--- src/rtl/ps2_rx_fifo.sv ---
// ps2_rx_fifo
//   Receives 11-bit PS/2 keyboard frames from the raw ps2_clk/ps2_data lines
//   and buffers the received scan-code bytes in a small FIFO. Parity and
//   framing errors, FIFO overflow and stalled frames are handled here.
//
// Ports:
//   clk        system clock, all logic on the rising edge
//   rst        asynchronous active-high reset
//   ps2_clk    raw PS/2 clock (asynchronous to clk)
//   ps2_data   raw PS/2 data (asynchronous to clk)
//   rd_en      pop request, honoured only while ready=1
//   data       FIFO head byte, valid while ready=1
//   ready      FIFO non-empty
//   overflow   sticky: good frame arrived while the FIFO was full
//   frame_err  sticky: bad start bit, bad stop bit or parity error
//   clr_flags  synchronous clear of overflow and frame_err
module ps2_rx_fifo #(
  parameter int DEPTH   = 8,
  parameter int TIMEOUT = 2000
) (
  input  logic       clk,
  input  logic       rst,
  input  logic       ps2_clk,
  input  logic       ps2_data,
  input  logic       rd_en,
  output logic [7:0] data,
  output logic       ready,
  output logic       overflow,
  output logic       frame_err,
  input  logic       clr_flags
);

  localparam int AW = $clog2(DEPTH);
  localparam int TW = $clog2(TIMEOUT + 1);

  typedef enum logic {
    IDLE,
    RECV
  } state_t;

  state_t        state, state_next;
  logic [2:0]    clk_sync;
  logic [1:0]    data_sync;
  logic [3:0]    count, count_next;
  logic [8:0]    shreg, shreg_next;
  logic [TW-1:0] timer, timer_next;
  logic          fall, bit_in;
  logic          push, bad;

  logic [7:0]    mem [DEPTH];
  logic [AW:0]   wr_ptr, rd_ptr;
  logic          full, empty, pop, write, ovf_set;

  // Synchronisers preset to 1 so an idle bus produces no spurious edge.
  // The data path is one flop shorter so the sampled bit lines up with the
  // cycle in which the falling edge is flagged.
  always_ff @(posedge clk or posedge rst) begin
    if (rst) begin
      clk_sync  <= 3'b111;
      data_sync <= 2'b11;
    end else begin
      clk_sync  <= {clk_sync[1:0], ps2_clk};
      data_sync <= {data_sync[0], ps2_data};
    end
  end

  assign fall   = clk_sync[2] & ~clk_sync[1];
  assign bit_in = data_sync[1];

  // Receiver state and datapath registers.
  always_ff @(posedge clk or posedge rst) begin
    if (rst) begin
      state <= IDLE;
      count <= 4'd0;
      shreg <= 9'd0;
      timer <= '0;
    end else begin
      state <= state_next;
      count <= count_next;
      shreg <= shreg_next;
      timer <= timer_next;
    end
  end

  // Next-state logic. The shift register collects d0..d7 and parity
  // LSB-first, so after nine shifts shreg[7:0] is the byte and shreg[8] the
  // parity bit; the stop bit is checked live on the completing edge.
  always_comb begin
    state_next = state;
    count_next = count;
    shreg_next = shreg;
    timer_next = timer;
    push       = 1'b0;
    bad        = 1'b0;
    case (state)
      IDLE: begin
        timer_next = '0;
        if (fall) begin
          if (!bit_in) begin
            state_next = RECV;
            count_next = 4'd1;
          end else begin
            bad = 1'b1;
          end
        end
      end
      RECV: begin
        if (fall) begin
          timer_next = '0;
          if (count == 4'd10) begin
            state_next = IDLE;
            count_next = 4'd0;
            if (bit_in && (^shreg)) push = 1'b1;
            else                    bad  = 1'b1;
          end else begin
            shreg_next = {bit_in, shreg[8:1]};
            count_next = count + 4'd1;
          end
        end else if (timer == TW'(TIMEOUT - 1)) begin
          // Stalled frame: drop it silently and wait for a fresh start bit.
          state_next = IDLE;
          count_next = 4'd0;
          timer_next = '0;
          shreg_next = 9'd0;
        end else begin
          timer_next = timer + TW'(1);
        end
      end
      default: state_next = IDLE;
    endcase
  end

  // FIFO status. A pop in the same cycle as a push into a full FIFO frees
  // the slot being written, so the push is accepted without overflow.
  assign empty   = (wr_ptr == rd_ptr);
  assign full    = (wr_ptr[AW] != rd_ptr[AW]) &&
                   (wr_ptr[AW-1:0] == rd_ptr[AW-1:0]);
  assign pop     = rd_en & ~empty;
  assign write   = push & (~full | pop);
  assign ovf_set = push & full & ~pop;

  // Storage array; contents are meaningless whenever the pointers are equal.
  always_ff @(posedge clk) begin
    if (write) mem[wr_ptr[AW-1:0]] <= shreg[7:0];
  end

  // Pointers and sticky flags; a set event wins over clr_flags.
  always_ff @(posedge clk or posedge rst) begin
    if (rst) begin
      wr_ptr    <= '0;
      rd_ptr    <= '0;
      overflow  <= 1'b0;
      frame_err <= 1'b0;
    end else begin
      if (write) wr_ptr <= wr_ptr + 1'b1;
      if (pop)   rd_ptr <= rd_ptr + 1'b1;
      if (ovf_set)        overflow <= 1'b1;
      else if (clr_flags) overflow <= 1'b0;
      if (bad)            frame_err <= 1'b1;
      else if (clr_flags) frame_err <= 1'b0;
    end
  end

  assign ready = ~empty;
  assign data  = ready ? mem[rd_ptr[AW-1:0]] : 8'h00;

endmodule

--- config.mk ---
export PLATFORM = sky130hd
export DESIGN_NAME = ps2_rx_fifo
export DESIGN_NICKNAME = d
export VERILOG_FILES = /design/src/rtl/ps2_rx_fifo.sv
export SDC_FILE = /design/constraint.sdc
export NUM_CORES = 1
export LEC_CHECK = 0
export CORE_UTILIZATION = 45
export DETAILED_ROUTE_END_ITERATION = 10
export SYNTH_ARGS = -nofsm -noshare
export SYNTH_HDL_FRONTEND = slang
export SYNTH_SLANG_ARGS = --single-unit
--- constraint.sdc ---
create_clock -name clk -period 2.5 [get_ports clk]
set_input_delay 0.75 -clock clk [delete_from_list [all_inputs] [get_ports clk]]
set_output_delay 0.75 -clock clk [all_outputs]
set_load 0.01 [all_outputs]
# Word-level counts from Yosys, hierarchy flattened
# Memories as Yosys holds them, arrays and structs flattened.
# Cells that the tools add are included.
# W data, S select, Z words.
# word_totals
memories,1
mem_bits_ro,0
regBits,40
in_bits,6
ramBits,64
latch_bits,0
out_inout_bits,11
# classes
mux,34
addsub,4
n_shift,0
n_div,0
order_cmp,0
n_reduce_logical,8
eq_ne,9
n_mul,0
bitwise,11
# memory_table
name,words,word_bits,rd,rd_clocked_by_memory_dff,write_ports,line_no,text
mem,8,8,1,0,1,50,logic [7:0] mem [DEPTH];
# op_table
op,n
$mux W9,3
$mux W11,2
$pmux W11 S2,1
$mux W4,5
$mux W1,19
$add A4 B1 Y4 const B,3
$add A11 B1 Y11 const B,1
$eq A11 B11 Y1 const B,1
$reduce_xor A9 Y1,1
$mux W8,1
$pmux W4 S2,1
$ne A2 B2 Y1 const B,3
$reduce_and A3 Y1,2
$reduce_bool A2 Y1,3
$and A1 B1 Y1,5
$not A1 Y1,5
$eq A4 B4 Y1,1
$eq A4 B4 Y1 const B,1
$pmux W1 S2,2
$eq A3 B3 Y1,1
$ne A3 B1 Y1 const B,1
$logic_and A1 B1 Y1,2
$ne A1 B1 Y1,1
$or A1 B1 Y1,1

# Logic depth before layout (Yosys ltp)
# Gate-level depths: netlist (run 1).
# logic_depth
word_depth,9
mapped_depth,7

# Worst setup path before layout (run 1)
# OpenSTA, ideal clock, no wires.
# synth_timing
kind,flip-flop to flip-flop
start,register shreg[5]
end,memory mem[0][0] (enable)
setup_time_ps,395
t_arrival_ps,2328
slack_ps,-222
stages_incl_launch_ff,6
required_ps,2105
path_cell_list,dfrtp_1 -> xnor2_1 -> xnor3_2 -> xnor2_4 -> nand3_4 -> nor4_1
# synth_between
elab_chain_len,9
# synth_rtl
item,line_no,text
start: declaration,45,"logic [8:0] shreg, shreg_next;"
start signal: assignment,80,shreg <= shreg_next;
$reduce_xor A9 Y1,113,if (bit_in && (^shreg)) push = 1'b1;
$logic_and A1 B1 Y1,113,
$mux W1,113,
$mux W1,110,if (count == 4'd10) begin
$mux W1,108,if (fall) begin
$mux W1,95,case (state)
$and A1 B1 Y1,139,assign write = push & (~full | pop);
$mux W1,144,if (write) mem[wr_ptr[AW-1:0]] <= shreg[7:0];
$mux W1 (not written as such),144,
end: declaration,50,
# Every way passes these cells.

# Worst setup path in the final report (run 1)
# layout_timing
start,register rd_ptr[0]
end,output port data[5]
# layout_between
elab_chain_len,2
elab_cells_between_ends,3
classes_between,eq/ne (1); mux (1); memory (1)
# layout_rtl
item,line_no,text
start: declaration,51,"logic [AW:0] wr_ptr, rd_ptr;"
start signal: assignment,156,if (pop) rd_ptr <= rd_ptr + 1'b1;
$mem_v2 Z8 W8 / $eq A4 B4 Y1 (equally long branches),-,
$mux W8 *,165,assign data = ready ? mem[rd_ptr[AW-1:0]] : 8'h00;
end: declaration,26,"output logic [7:0] data,"
# Every way passes the cells marked *; elsewhere a longest branch is shown, timed or not.

==> metrics.md, run 1 <==
| Metric | Value |
|---|---|
| Most common cell after layout, fill and taps aside | sky130_fd_sc_hd__edfxtp_1 |
| Chip Height | 101 µm |
| Cts-stage hold buffer count | 0 |
| Die width | 101 µm |
| Level count of the clock H-tree | 3 |
| Area after detailed placement | 0.00492 mm² |
| Fmax | 0.378 GHz |
| FFs w/ async S/R, synth | 38.5% |
| Fin crit period | 2.65 ns |
| HP Class | reg -> reg |
| Grt ovf | 0 |
| Clock latency of the later-clocked register in the worst-skew pair | 0.37 ns |
| Worst slew pin tran | 0.648 ns |
| Instance count of the mapped netlist | 276 |
| Yosys synthesis warning count | 0 |
| Post-route non-filler standard cell count | 466 |
| Crit path top cell by count | sky130_fd_sc_hd__buf_12 |
| Net switching component of the power | 0.00176 W |
| Utilization after layout | 56.8% |
| Fraction of final layout cells sized beyond drive strength 1 | 29.1% |
| Violated checks | setup timing |
| Placeable core region | 0.00933 mm² |
| P_int | 0.00394 W |
| Max-cap violations | 0 |
| Switching power share of the total | 30.9% |
| Pin count of the biggest net entering global routing | 41 |
| Routability Congestion | 0.749 |
| Final Hold Vio Count | 0 |
| Cell accounting for the most synthesized area | sky130_fd_sc_hd__edfxtp_1 |
| Worst-case register-to-register setup slack | 0.26 ns |
| Final critical-path setup slack | -0.147 ns |
| Worst hold slack | 0.360 ns |
| Final clock period utilization by the worst path | 106% |
| Clock sink count | 104 |
| Delay-heaviest family, CP | multiplexers |
| Total count of max-transition violations in the final report | 0 |
| Cell Count Post-Placement | 441 |
| Crit path capture | data[5] |
| Vias | 2396 |
| Sequential cell area fraction in the yosys report | 66.8% |
| Setup crit end kind | primary output |
| Number of core rows | 35 |
| Commonest cells after routing, fill and taps aside | sky130_fd_sc_hd__edfxtp_1, sky130_fd_sc_hd__dfrtp_1, sky130_fd_sc_hd__buf_4, sky130_fd_sc_hd__nor2_1 |
| Synthesized Nets | 287 |
| Ys flop type | sky130_fd_sc_hd__edfxtp_1 |
| Required time at the endpoint of the critical path | 1.75 ns |
| Worst Setup SP | rd_ptr[0]$_DFFE_PP0P_ |
| Number of flip-flops and latches in the synthesized netlist | 104 |
| Average cell area after synthesis | 15.9 µm² |
| Critical path fanouts, max | 5 |
| Worst path slowest cell | sky130_fd_sc_hd__mux4_2 |
| CTS Buf Count | 9 |
| Crit-path max cell delay | 0.52 ns |
| Worst R2R End | mem[2][1]$_DFFE_PP_ |
| Clock Skew | 0.0131 ns |
| Post-synthesis to final-layout area growth | 20.8% |
| Worst Hold Launch | clk_sync[0]$_DFF_PP1_ |
| Slew Limit Headroom | 56.7% |
| Remaining antenna violation count after routing | 0 |
| Initial core utilization | 47.0% |
| Static leakage | 2.05 nW |
| Crit. path cell count | 6 |
| Wire length reported by the detailed router | 8.18 mm |
| Setup violators final | 9 |
| CP Launch Type | flip-flop |
| Result of the run | finished with violations |
| Flop pwr share | 39.5% |
| Highest ir drop seen on vdd | 0.000448 V |
| Clock share of power | 20.5% |
| Mapped Area | 0.00439 mm² |
| Final HPWL from detailed placement | 5.19 mm |
| Number of design-rule violations left by the first detailed-router iteration | 94 |
| Number of antenna violations at the first check in global routing | 0 |
| Crit Path Class | reg -> out |
| Diodes inserted | 0 |
| PD cells | 1070 mW/mm² |
| FILL cells | 763 |
| Area fraction of the dominant cell type after synthesis | 43.8% |
| Clock slew seen by the registers of the worst setup and hold paths | 0.10 ns |
| Finished layout cell area | 0.00530 mm² |
| Setup repair after global routing missed its margin | true |
| Root buf cell | sky130_fd_sc_hd__clkbuf_8 |
| Number of I/O port buffers | 16 |
| GR Util All Layers | 18.3% |
| Buffering stage count on the worst path with inverters included | 3 |
| Via count of the first global-routing pass | 2485 |
| Post-synth EDFFs | 64 |
| Per-cell routed wire length | 17.6 µm |
| DRC viols | 0 |
| Gate power share | 40.0% |
| Count of boundary I/O pins | 17 |
| Netlist cell types | 44 |
| Via density per instance | 5.14 |
| Overall die area | 0.0101 mm² |
| Buffers from clock root to sink, at most | 2 |
| Largest cells by area after synthesis | sky130_fd_sc_hd__edfxtp_1, sky130_fd_sc_hd__dfrtp_1, sky130_fd_sc_hd__mux4_2, sky130_fd_sc_hd__xnor2_1, sky130_fd_sc_hd__dfstp_2 |
| Start of the worst register-to-register path | shreg[5]$_DFFE_PP0P_ |
| CP cell instances | buf_12, buf_12, mux4_2, mux2i_1, nor2_1, buf_2 |
| Cells on worst reg2reg path | 6 |
| First-pass GRT wire length | 13.2 mm |
| Dpl ws | -0.115 ns |
| Worst Path Arrival | 1.90 ns |
| Nets | 343 |
| CTS tree | yes |
| Pre-Repair DR Iteration Count | 4 |
-- worst register-to-register path, delay by kind of cell (launching register included) --
family / cells / cell delay, ns
and+or+nand+nor: 2 / 0.39
xor gates and xnor gates: 3 / 0.92
buffers and inverters: 1 / 0.25
DFF: 1 / 0.40
-- what timing repair did --
action	4_1_cts	5_1_grt
setup buffers	6	0
cloned	4	0
pin swaps	3	1
endpoints found under the setup margin	9	9
gates resized for setup	48	1
-- metal layers --
layer  part of all wire (%)  GRT usage [%]  vias up
met2                     49           30.5       38
met4                    2.0           8.47        0
met5                      0              0        -
met1                     47           23.9     1196
met3                    2.4           2.70       13
li1                       -              -     1149
-- stage by stage --
step                      setup TNS [ns]  total power, W
after floorplan                    -7.35         0.00364
after global placement             -2.22         0.00433
after detailed placement           -2.93         0.00435
after CTS                          -1.17         0.00574
after global routing               -1.73         0.00598
final                             -0.991         0.00570
-- cells in the mapped netlist, types with 3 or more instances --
cell	count
sky130_fd_sc_hd__buf_2	3
sky130_fd_sc_hd__dfstp_2	5
sky130_fd_sc_hd__nor4_1	4
sky130_fd_sc_hd__nand4_1	3
sky130_fd_sc_hd__inv_1	8
sky130_fd_sc_hd__dfrtp_1	35
sky130_fd_sc_hd__ha_1	5
sky130_fd_sc_hd__and3_1	4
sky130_fd_sc_hd__nand2_1	9
sky130_fd_sc_hd__edfxtp_1	64
sky130_fd_sc_hd__xor2_1	7
sky130_fd_sc_hd__xnor2_1	17
sky130_fd_sc_hd__mux2i_1	8
sky130_fd_sc_hd__nor3b_1	4
sky130_fd_sc_hd__a21oi_1	3
sky130_fd_sc_hd__nand3_1	9
sky130_fd_sc_hd__clkbuf_1	4
sky130_fd_sc_hd__nor2_1	29
sky130_fd_sc_hd__mux4_2	16
sky130_fd_sc_hd__a22o_1	8
-- final cells by class --
class	instances	area (µm²)	area share, %
clock inverter	4	77.6	1.46
inverter	8	35.0	0.661
timing repair buffer	56	564	10.6
tap	129	161	3.04
sequential	104	2930	55.3
clock buffer	12	145	2.74
multi-input combinational	153	1390	26.2
-- worst min-delay path by stage --
stage                             end  cells after the start  slack (ns)
6_report        clk_sync[1]$_DFF_PP1_                      0        0.36
2_1_floorplan   clk_sync[1]$_DFF_PP1_                      0        0.35
4_1_cts         clk_sync[1]$_DFF_PP1_                      0        0.36
5_1_grt        data_sync[1]$_DFF_PP1_                      0        0.36
3_5_place_dp    clk_sync[1]$_DFF_PP1_                      0        0.35
3_3_place_gp   data_sync[1]$_DFF_PP1_                      0        0.35
-- sequential cells by signal (all words and copies together) (netlist names) --
name / flops
shreg: 9
rd_ptr: 4
data_sync: 2
state: 1
wr_ptr: 4
count: 4
mem: 64
timer: 11
clk_sync: 3
frame_err: 1
overflow: 1
-- logic make-up (layout without fill, tap and decap cells) --
logic type	Yosys count	after routing	synth area share, %
compound gates	21	21	3.71
flops	104	104	66.8
simple gates	74	74	9.07
fa+ha+maj	5	5	1.43
mux	26	26	10.6
xor+xnor	27	27	6.33
buf+inv	19	80	2.08
-- power groups by stage --
stage / sequential, W / clock (W) / combinational, W
floorplan: 0.00231 / 0 / 0.00133
global placement: 0.00227 / 0 / 0.00206
detailed placement: 0.00228 / 0 / 0.00207
CTS: 0.00225 / 0.00118 / 0.00231
global route: 0.00227 / 0.00125 / 0.00246
finish: 0.00225 / 0.00117 / 0.00228
Power figures use the tool's default switching activity.
==> run 2, diff against run 1 <==
--- a/config.mk
+++ b/config.mk
@@ -5,8 +5,11 @@
 export SDC_FILE = /design/constraint.sdc
 export NUM_CORES = 1
 export LEC_CHECK = 0
-export CORE_UTILIZATION = 45
+export CELL_PAD_IN_SITES_DETAIL_PLACEMENT = 1
+export CELL_PAD_IN_SITES_GLOBAL_PLACEMENT = 2
+export CORE_UTILIZATION = 40
 export DETAILED_ROUTE_END_ITERATION = 10
+export PLACE_DENSITY_LB_ADDON = 0.1
 export SYNTH_ARGS = -nofsm -noshare
 export SYNTH_HDL_FRONTEND = slang
 export SYNTH_SLANG_ARGS = --single-unit
==> metrics.md, run 2 (synthesized netlist as in run 1, its figures left out) <==
| Metric | Value |
|---|---|
| Via density per instance | 5.20 |
| HP Class | reg -> reg |
| Per-cell routed wire length | 18.3 µm |
| Area of the multi-input gates | 0.00139 mm² |
| Critical path fanouts, max | 6 |
| Buffers from clock root to sink, at most | 2 |
| Clock share of power | 20.3% |
| Highest ir drop seen on vdd | 0.000471 V |
| Final critical-path setup slack | -0.0481 ns |
| Worst R2R End | mem[1][1]$_DFFE_PP_ |
| Number of flip-flops under the largest register name | 64 |
| Clock slew seen by the registers of the worst setup and hold paths | 0.10 ns |
| Chip Height | 107 µm |
| CP Launch Type | flip-flop |
| Cells on worst reg2reg path | 9 |
| Worst-case register-to-register setup slack | 0.20 ns |
| Gate power share | 39.1% |
| First-pass GRT wire length | 14.1 mm |
| Diodes inserted | 0 |
| Number of design-rule violations left by the first detailed-router iteration | 80 |
| Initial core utilization | 41.9% |
| Cts-stage hold buffer count | 0 |
| PD cells | 1060 mW/mm² |
| Placeable core region | 0.0105 mm² |
| Net switching component of the power | 0.00172 W |
| CTS tree | yes |
| Setup crit end kind | primary output |
| Clock latency of the later-clocked register in the worst-skew pair | 0.36 ns |
| Total count of max-transition violations in the final report | 0 |
| Remaining antenna violation count after routing | 0 |
| Worst Hold Endpoint | clk_sync[1]$_DFF_PP1_ |
| Cell Count Post-Placement | 453 |
| Clock sink count | 104 |
| Final clock period utilization by the worst path | 102% |
| Commonest cells after routing, fill and taps aside | sky130_fd_sc_hd__edfxtp_1, sky130_fd_sc_hd__dfrtp_1, sky130_fd_sc_hd__buf_4, sky130_fd_sc_hd__nor2_1 |
| Utilization after layout | 49.9% |
| GR Util All Layers | 17.0% |
| Number of core rows | 37 |
| Required time at the endpoint of the critical path | 1.75 ns |
| Post-route non-filler standard cell count | 473 |
| Number of I/O port buffers | 16 |
| Overall die area | 0.0114 mm² |
| Hold depth | 0 |
| Level count of the clock H-tree | 3 |
| Crit Path Class | reg -> out |
| Fmax | 0.392 GHz |
| Worst Hold Launch | clk_sync[0]$_DFF_PP1_ |
| Dpl ws | -0.0830 ns |
| Static leakage | 2.01 nW |
| Finished layout cell area | 0.00522 mm² |
| Slew Limit Headroom | 54.6% |
| FILL cells | 1042 |
| Number of antenna violations at the first check in global routing | 0 |
| Die width | 107 µm |
| Setup violators final | 8 |
| Max-cap violations | 0 |
| Area after detailed placement | 0.00498 mm² |
| Fin crit period | 2.55 ns |
| P_int | 0.00382 W |
| Worst slew pin tran | 0.678 ns |
| Vias | 2460 |
| Register cell area after layout | 0.00293 mm² |
| Fraction of final layout cells sized beyond drive strength 1 | 29.1% |
| Via count of the first global-routing pass | 2611 |
| Nets | 343 |
| Worst hold slack | 0.360 ns |
| Result of the run | finished with violations |
| DRC viols | 0 |
| Setup repair after global routing missed its margin | true |
| Pre-Repair DR Iteration Count | 4 |
| Grt ovf | 0 |
| Switching power share of the total | 31.1% |
| Flop pwr share | 40.6% |
| Violated checks | setup timing |
| Root buf cell | sky130_fd_sc_hd__clkbuf_8 |
| Routability Congestion | 0.736 |
| Start of the worst register-to-register path | count[0]$_DFFE_PP0P_ |
| CTS Buf Count | 9 |
| Count of boundary I/O pins | 17 |
| Worst Path Arrival | 1.80 ns |
| Wire length reported by the detailed router | 8.68 mm |
| Clock Skew | 0.00913 ns |
| Pin count of the biggest net entering global routing | 41 |
| Most common cell after layout, fill and taps aside | sky130_fd_sc_hd__edfxtp_1 |
| Final Hold Vio Count | 0 |
| Post-synthesis to final-layout area growth | 18.9% |
| Final HPWL from detailed placement | 5.93 mm |
[run 2: changes by cell type in the layout (fill, tap and decap cells not counted), sizes merged]
cell	previous run	this run
clkbuf	12	9
clkinv	1	4
clkinvlp	0	1
inv	9	8
[run 2: power groups by stage]
stage               Clock (W)  Combinational, W  Sequential, W
floorplan                   0           0.00133        0.00231
global placement            0           0.00218        0.00227
detailed placement          0           0.00223        0.00228
CTS                   0.00116           0.00229        0.00225
global route          0.00122           0.00234        0.00228
finish                0.00113           0.00217        0.00225
[run 2: per-stage QoR]
step	total power (W)	TNS [ns]
global placement	0.00446	-1.88
global route	0.00584	-1.07
floorplan	0.00364	-7.35
finish	0.00554	-0.279
CTS	0.00571	-0.898
detailed placement	0.00451	-3.08
[run 2: how the worst max path moves through the flow]
stage / from / to / slack (ns) / cells past startpoint
2_1_floorplan: shreg[5]$_DFFE_PP0P_ / mem[0][0]$_DFFE_PP_ / -0.22 / 5
3_3_place_gp: rd_ptr[0]$_DFFE_PP0P_ / data[2] / -0.06 / 5
3_5_place_dp: rd_en / mem[6][3]$_DFFE_PP_ / -0.08 / 7
4_1_cts: rd_ptr[0]$_DFFE_PP0P_ / data[4] / -0.15 / 6
5_1_grt: rd_ptr[0]$_DFFE_PP0P_ / data[2] / -0.19 / 5
6_report: rd_ptr[0]$_DFFE_PP0P_ / data[2] / -0.05 / 5
[run 2: area by class of cell]
cell class	instances	share of cell area, %
clock buffers	9	2.37
flip-flops and latches	104	56.2
well taps	136	3.26
inverters	8	0.576
clock inverters	7	1.80
repair buffers	56	9.21
multi-input cells	153	26.6
[run 2: critical path: stages (launching register included)]
cell and delay, ns:
sky130_fd_sc_hd__dfrtp_2 0.44, sky130_fd_sc_hd__buf_6 0.17, sky130_fd_sc_hd__mux4_2 0.50, sky130_fd_sc_hd__mux2i_1 0.14, sky130_fd_sc_hd__nor2_1 0.06, sky130_fd_sc_hd__buf_2 0.13
[run 2: timing repair]
action / 4_1_cts / 5_1_grt
buffers inserted: 5 / 0
pin swaps: 1 / 1
setup endpoints to repair: 9 / 9
gates cloned: 1 / 0
gates resized for setup: 45 / 3
[run 2: metal layers]
metal,vias to the layer above,GRT usage (%),part of all wire [%]
li1,1143,-,-
met1,1274,21.7,45
met3,5,3.65,3.4
met2,38,28.8,51
met5,-,0,0
met4,0,5.28,0.89
